## src/rtl/cache_refill_engine_if.sv

```systemverilog
// ============================================================================
// Module      : cache_refill_engine_if
// Description : Miss input, memory req/ack bus and L1 write port bundle.
// Revision    : 1.0 - initial release
// ============================================================================
`default_nettype none

interface cache_refill_engine_if;
    logic       miss;
    logic [7:0] address;
    logic       flush;
    logic       mem_req;
    logic [7:0] mem_addr;
    logic       mem_ack;
    logic [7:0] mem_data;
    logic       write_enable_L1;
    logic [2:0] write_select;
    logic [7:0] write_data_L1;
    logic [5:0] write_data_TA;
    logic       busy;
    logic       fill_done;
    logic       fill_err;

    modport master (
        input  miss, address, flush, mem_ack, mem_data,
        output mem_req, mem_addr, write_enable_L1, write_select,
               write_data_L1, write_data_TA, busy, fill_done, fill_err
    );

    modport slave (
        output miss, address, flush, mem_ack, mem_data,
        input  mem_req, mem_addr, write_enable_L1, write_select,
               write_data_L1, write_data_TA, busy, fill_done, fill_err
    );
endinterface

`default_nettype wire

```

## src/rtl/cache_refill_engine.sv

```systemverilog
// ============================================================================
// Module      : cache_refill_engine
// Description : Refills the 8-entry fully associative L1 from main memory.
// Revision    : 1.0 - initial release
// ============================================================================
`default_nettype none

module cache_refill_engine #(
    parameter int TIMEOUT = 15
) (
    input  logic                          CC_clk,
    input  logic                          rst,
    cache_refill_engine_if.master         bus
);

    localparam logic [7:0] c_CNT_LAST = 8'(TIMEOUT - 1);

    typedef enum logic [2:0] {
        S_IDLE  = 3'd0,
        S_REQ   = 3'd1,
        S_WRITE = 3'd2,
        S_DONE  = 3'd3,
        S_ERR   = 3'd4
    } state_t;

    state_t     r_state;
    logic [7:0] r_addr;
    logic [7:0] r_cnt;
    logic [7:0] r_valid;
    logic [2:0] r_rr_ptr;
    logic       r_from_rr;

    logic       r_mem_req;
    logic [7:0] r_mem_addr;
    logic       r_we;
    logic [2:0] r_sel;
    logic [7:0] r_wdata;
    logic [5:0] r_wta;
    logic       r_busy;
    logic       r_done;
    logic       r_err;

    logic [2:0] w_victim;
    logic       w_use_rr;

    // Lowest-index invalid entry first; round-robin only once the array is full.
    always_comb begin
        w_victim = r_rr_ptr;
        w_use_rr = 1'b1;
        for (int i = 7; i >= 0; i--) begin
            if (!r_valid[i]) begin
                w_victim = 3'(i);
                w_use_rr = 1'b0;
            end
        end
    end

    always_ff @(posedge CC_clk) begin
        if (rst) begin
            r_state    <= S_IDLE;
            r_addr     <= 8'd0;
            r_cnt      <= 8'd0;
            r_valid    <= 8'd0;
            r_rr_ptr   <= 3'd0;
            r_from_rr  <= 1'b0;
            r_mem_req  <= 1'b0;
            r_mem_addr <= 8'd0;
            r_we       <= 1'b0;
            r_sel      <= 3'd0;
            r_wdata    <= 8'd0;
            r_wta      <= 6'd0;
            r_busy     <= 1'b0;
            r_done     <= 1'b0;
            r_err      <= 1'b0;
        end else begin
            r_mem_req  <= 1'b0;
            r_mem_addr <= 8'd0;
            r_we       <= 1'b0;
            r_sel      <= 3'd0;
            r_wdata    <= 8'd0;
            r_wta      <= 6'd0;
            r_done     <= 1'b0;
            r_err      <= 1'b0;

            case (r_state)
                S_IDLE: begin
                    r_busy <= 1'b0;
                    if (bus.flush) begin
                        r_valid  <= 8'd0;
                        r_rr_ptr <= 3'd0;
                    end else if (bus.miss) begin
                        r_addr     <= bus.address;
                        r_cnt      <= 8'd0;
                        r_state    <= S_REQ;
                        r_mem_req  <= 1'b1;
                        r_mem_addr <= bus.address;
                        r_busy     <= 1'b1;
                    end
                end

                S_REQ: begin
                    if (bus.mem_ack) begin
                        // Victim is frozen here; valid/rr_ptr cannot change before WRITE.
                        r_state   <= S_WRITE;
                        r_we      <= 1'b1;
                        r_sel     <= w_victim;
                        r_from_rr <= w_use_rr;
                        r_wdata   <= bus.mem_data;
                        r_wta     <= r_addr[5:0];
                    end else if (r_cnt == c_CNT_LAST) begin
                        r_state <= S_ERR;
                        r_err   <= 1'b1;
                    end else begin
                        r_cnt      <= r_cnt + 8'd1;
                        r_mem_req  <= 1'b1;
                        r_mem_addr <= r_addr;
                    end
                end

                S_WRITE: begin
                    r_valid[r_sel] <= 1'b1;
                    if (r_from_rr) begin
                        r_rr_ptr <= r_rr_ptr + 3'd1;
                    end
                    r_state <= S_DONE;
                    r_done  <= 1'b1;
                end

                S_DONE: begin
                    r_state <= S_IDLE;
                    r_busy  <= 1'b0;
                end

                S_ERR: begin
                    r_state <= S_IDLE;
                    r_busy  <= 1'b0;
                end

                default: begin
                    r_state <= S_IDLE;
                    r_busy  <= 1'b0;
                end
            endcase
        end
    end

    assign bus.mem_req         = r_mem_req;
    assign bus.mem_addr        = r_mem_addr;
    assign bus.write_enable_L1 = r_we;
    assign bus.write_select    = r_sel;
    assign bus.write_data_L1   = r_wdata;
    assign bus.write_data_TA   = r_wta;
    assign bus.busy            = r_busy;
    assign bus.fill_done       = r_done;
    assign bus.fill_err        = r_err;

endmodule

`default_nettype wire

```

## src/flat_wrapper.sv

```systemverilog
// flat-port wrapper written by rule: the top's interface ports become plain ports
module cache_refill_engine_flat 
#(
    parameter int TIMEOUT = 15
)
  (CC_clk, rst, bus_miss, bus_address, bus_flush, bus_mem_ack, bus_mem_data, bus_mem_req, bus_mem_addr, bus_write_enable_L1, bus_write_select, bus_write_data_L1, bus_write_data_TA, bus_busy, bus_fill_done, bus_fill_err);
  cache_refill_engine_if bus_i ();
  input  logic CC_clk;
  input  logic rst;
  input wire logic [$bits(bus_i.miss)-1:0] bus_miss;
  input wire logic [$bits(bus_i.address)-1:0] bus_address;
  input wire logic [$bits(bus_i.flush)-1:0] bus_flush;
  input wire logic [$bits(bus_i.mem_ack)-1:0] bus_mem_ack;
  input wire logic [$bits(bus_i.mem_data)-1:0] bus_mem_data;
  output wire logic [$bits(bus_i.mem_req)-1:0] bus_mem_req;
  output wire logic [$bits(bus_i.mem_addr)-1:0] bus_mem_addr;
  output wire logic [$bits(bus_i.write_enable_L1)-1:0] bus_write_enable_L1;
  output wire logic [$bits(bus_i.write_select)-1:0] bus_write_select;
  output wire logic [$bits(bus_i.write_data_L1)-1:0] bus_write_data_L1;
  output wire logic [$bits(bus_i.write_data_TA)-1:0] bus_write_data_TA;
  output wire logic [$bits(bus_i.busy)-1:0] bus_busy;
  output wire logic [$bits(bus_i.fill_done)-1:0] bus_fill_done;
  output wire logic [$bits(bus_i.fill_err)-1:0] bus_fill_err;
  assign bus_i.miss = bus_miss;
  assign bus_i.address = bus_address;
  assign bus_i.flush = bus_flush;
  assign bus_i.mem_ack = bus_mem_ack;
  assign bus_i.mem_data = bus_mem_data;
  assign bus_mem_req = bus_i.mem_req;
  assign bus_mem_addr = bus_i.mem_addr;
  assign bus_write_enable_L1 = bus_i.write_enable_L1;
  assign bus_write_select = bus_i.write_select;
  assign bus_write_data_L1 = bus_i.write_data_L1;
  assign bus_write_data_TA = bus_i.write_data_TA;
  assign bus_busy = bus_i.busy;
  assign bus_fill_done = bus_i.fill_done;
  assign bus_fill_err = bus_i.fill_err;
  cache_refill_engine #(.TIMEOUT(TIMEOUT)) u_core (.CC_clk(CC_clk), .rst(rst), .bus(bus_i));
endmodule
```

## config.mk

```make
export PLATFORM = sky130hd
export DESIGN_NAME = cache_refill_engine_flat
export DESIGN_NICKNAME = d
export VERILOG_FILES = /design/src/rtl/cache_refill_engine_if.sv /design/src/rtl/cache_refill_engine.sv /design/src/flat_wrapper.sv
export SDC_FILE = /design/constraint.sdc
export NUM_CORES = 1
export LEC_CHECK = 0
export CAP_MARGIN = 20
export CELL_PAD_IN_SITES_DETAIL_PLACEMENT = 1
export CELL_PAD_IN_SITES_GLOBAL_PLACEMENT = 2
export CORE_MARGIN = 2
export CORE_UTILIZATION = 39
export DETAILED_ROUTE_END_ITERATION = 16
export DONT_BUFFER_PORTS = 1
export HOLD_SLACK_MARGIN = 0.12
export PLACE_DENSITY = 0.78
export SLEW_MARGIN = 25
export SYNTH_ARGS = -nofsm -noshare
export SYNTH_HDL_FRONTEND = slang
export SYNTH_SLANG_ARGS = --single-unit
```

## constraint.sdc

```tcl
create_clock -name CC_clk -period 4.3 [get_ports CC_clk]
set_clock_uncertainty 0.15 [all_clocks]
set_input_delay 0.215 -clock CC_clk [delete_from_list [all_inputs] [get_ports CC_clk]]
set_output_delay 0.215 -clock CC_clk [all_outputs]
set_load 0.02 [all_outputs]
```

==> out/results.tsv <==
stage	metric	value	unit
routing	DR WL/cell	16.0	µm
synthesis	Post-Synthesis Cell Area	2260	µm²
timing	Final Hold Fails	0	
timing	RSZ-0062 raised after global routing	no	
die	core area	5540	µm²
timing	Final Cycle Share	60.3	%
clocking	CTS clock-pin slew for the worst setup and hold paths	0.07	ns
min_path	Hold Path Class	in2reg	
placed_design	GPL Wtd Cong	0.761	
final_layout	commonest non-fill, non-tap cell in the layout	dfxtp_1	
critical_path	Max stage delay on crit path	0.80	ns
critical_path	critical path class	reg2reg	
power_and_ir_drop	P_leak	0.00107	µW
synthesis	number of synthesized flops with an enable pin	0	
synthesis	share of async-settable or async-resettable flops after synthesis	0	%
critical_path	worst endpoint required time	4.37	ns
synthesis	post-synthesis sequential area ratio	54.1	%
clocking	CTS tree	yes	
critical_path	critical path depth	4	
timing	Setup Total Neg Slack	0	ns
critical_path	Worst Setup EP	u_core.r_cnt[2]	
clocking	Post-CTS Resized	0	
critical_path	Critical-path top delay cell	a311oi_2	
power_and_ir_drop	pwr dens	463	nW/µm²
timing	Max-slew headroom	38.9	%
final_layout	Multi-input gate area	961	µm²
clocking	clock sinks	61	
die	Die Y	80.1	µm
critical_path	CP startpoint	u_core.r_state[1]	
global_route	grt total ovfl	0	
synthesis	Yosys reg bits	61	
final_layout	area delta synth->final	21.0	%
timing	Tmin final	2.59	ns
routing	initial DRC count	76	
timing	maximum clock rate	386	MHz
critical_path	CP startpoint kind	flop	
final_layout	antenna cells	0	
placed_design	hpwl dp	3.42	mm
die	die area	6410	µm²
critical_path	CP bufs+invs	0	
flow_run	max-cap violation count	0	
die	num rows	27	
final_layout	commonest non-fill, non-tap cells in the layout	dfxtp_1, nand2_1, a21oi_1	
synthesis	Yosys cell types	39	
routing	Routed Antenna Nets	0	
clocking	CTS Buf Count	9	
power_and_ir_drop	maximum vdd ir drop	179	µV
synthesis	Mean Syn Cell Area	9.18	µm²
timing	final setup fails	0	
final_layout	fill cell count	642	
timing	worst slew pin tran	0.917	ns
critical_path	capturing element type of the critical path	flop	
global_route	Total GRT Usage	19.3	%
critical_path	r2r startpoint	u_core.r_state[1]	
global_route	pin count of the biggest net entering global routing	28	
routing	vias per cell	5.28	
final_layout	register area	1220	µm²
outcome	status	finished, final reports clean	
synthesis	Yosys Warn Count	0	
final_layout	Cell Count, Final, Fillers Out	341	
placed_design	Placed Instances	304	
critical_path	worst-path fanout max	12	
critical_path	CP delay by family, top	compound AO/OA/AOI/OAI gates	
synthesis	predominant post-synthesis flop cell	dfxtp_1	
critical_path	critical path data arrival time	2.66	ns
critical_path	R2R setup slack	1.71	ns
timing	Max Slew Vio Count	0	
synthesis	Mapped Cells	246	
placed_design	port bufs	0	
die	Initial Utilization	40.7	%
clocking	Clock Root Buffer	clkbuf_8	
die	chip width	80.1	µm
critical_path	FF-to-FF path depth	4	
critical_path	reg2reg end	u_core.r_cnt[2]	
global_route	initial antenna violation count	0	
routing	DRT Wirelength	5.44	mm
synthesis	syn_nets	270	
critical_path	critical path, cell by cell	or3b_1 > a311oi_2 > nor3_1 > a221o_1	
global_route	number of global-route vias before repair	1926	
routing	DRC	0	
final_layout	layout cells sized above 1	8.55	%
routing	First-pass DRT Iterations	4	
final_layout	Final #Nets	288	
clocking	H-tree levels	3	
global_route	first-pass GRT wire length	9.44	mm
clocking	clk buf depth	2	
die	Boundary Pins	51	
routing	Vias	1799	
clocking	Clk Latency, worst-skew pair	0.33	ns
worst min path at each step:
stage / cells after the start / end / slack [ns] / start
floorplan: 1 / u_core.bus.write_data_L1[0] / 0.22 / bus_mem_data[0]
global placement: 1 / u_core.r_rr_ptr[1] / 0.14 / rst
detailed placement: 1 / u_core.r_state[1] / 0.14 / rst
CTS: 2 / u_core.r_valid[6] / 0.12 / bus_flush
global route: 3 / u_core.r_state[0] / 0.18 / bus_miss
finish: 2 / u_core.r_valid[6] / 0.11 / bus_flush
sequential cells by signal, indices dropped and copies added, names as in the netlist:
signal and flops:
u_core.r_rr_ptr 3, u_core.bus.busy 1, u_core.r_valid 8, u_core.r_state 3, u_core.bus.fill_done 1, u_core.r_cnt 8, u_core.bus.write_data_TA 6, u_core.bus.mem_req 1
u_core.bus.write_enable_L1 1, u_core.r_addr 8, u_core.bus.mem_addr 8, u_core.bus.write_data_L1 8, u_core.r_from_rr 1, u_core.bus.fill_err 1, u_core.bus.write_select 3
metal layers:
| metal | vias up | track usage, % | share of wire, % |
|---|---|---|---|
| met5 | - | 0 | 0 |
| met4 | 0 | 10.8 | 2.0 |
| met3 | 10 | 4.61 | 4.8 |
| met2 | 46 | 32.2 | 47 |
| met1 | 839 | 22.7 | 46 |
| li1 | 904 | - | - |
cell families after synthesis:
logic type / count (synthesis) / synth area share [%]
compound gates: 47 / 12.9
flops: 61 / 54.1
mux: 1 / 0.499
fa+ha+maj: 3 / 1.66
xor+xnor: 2 / 0.776
simple gates: 115 / 26.4
buf+inv: 17 / 3.60
power by group:
group          total (µW)  internal (µW)  switching (µW)  leakage, µW
clock                 609            385             224     0.000116
sequential            592            577            15.3     0.000493
combinational        64.1           25.7            38.4     0.000460
total                1270            987             278      0.00107
Yosys cell counts, drive strengths merged (2+ instances only):
cell	count	area share, %
a31oi	4	1.1
nor3	4	0.89
nand3	10	2.2
nor4	4	1.1
nor4b	2	1.1
xor2	2	0.78
a211o	3	1.2
nand3b	2	0.66
nand2	35	5.8
and3	17	4.7
a21oi	31	6.9
o21ai	2	0.44
dfxtp	61	54
inv	2	0.33
ha	3	1.7
nor3b	2	0.66
a21o	2	0.66
clkbuf	11	1.9
nor2	17	2.8
nand2b	2	0.55
and2	3	0.83
nand4	5	1.4
or3	3	0.83
buf	4	1.4
or3b	2	0.78
nor2b	5	1.4
through the flow:
stage | power, µW | hold WS [ns] | utilization, % | worst slack, ns | instance area (µm²)
finish | 1270 | 0.113 | 49.3 | 1.71 | 2730
global route | 1320 | 0.175 | 49.3 | 1.55 | 2730
CTS | 1280 | 0.121 | 49.4 | 1.69 | 2740
detailed placement | 647 | 0.140 | 41.3 | 1.72 | 2290
global placement | 647 | 0.138 | 41.3 | 1.75 | 2290
floorplan | 643 | 0.218 | - | 2.46 | 2260
what timing repair did:
| action | CTS | global route |
|---|---|---|
| setup buffers | 0 | 0 |
| hold buffers | 21 | 0 |
| endpoints found under the setup margin | 0 | 0 |
| endpoints found under the hold margin | 60 | 0 |
final cells by class:
class	count	area share, %
flip-flops and latches	61	44.7
multi-input cells	168	35.2
repair buffers	22	7.79
clock buffers	10	4.67
clock inverters	6	4.08
well taps	72	3.30
inverters	2	0.275
No activity file was read; power rests on OpenSTA's default activity.
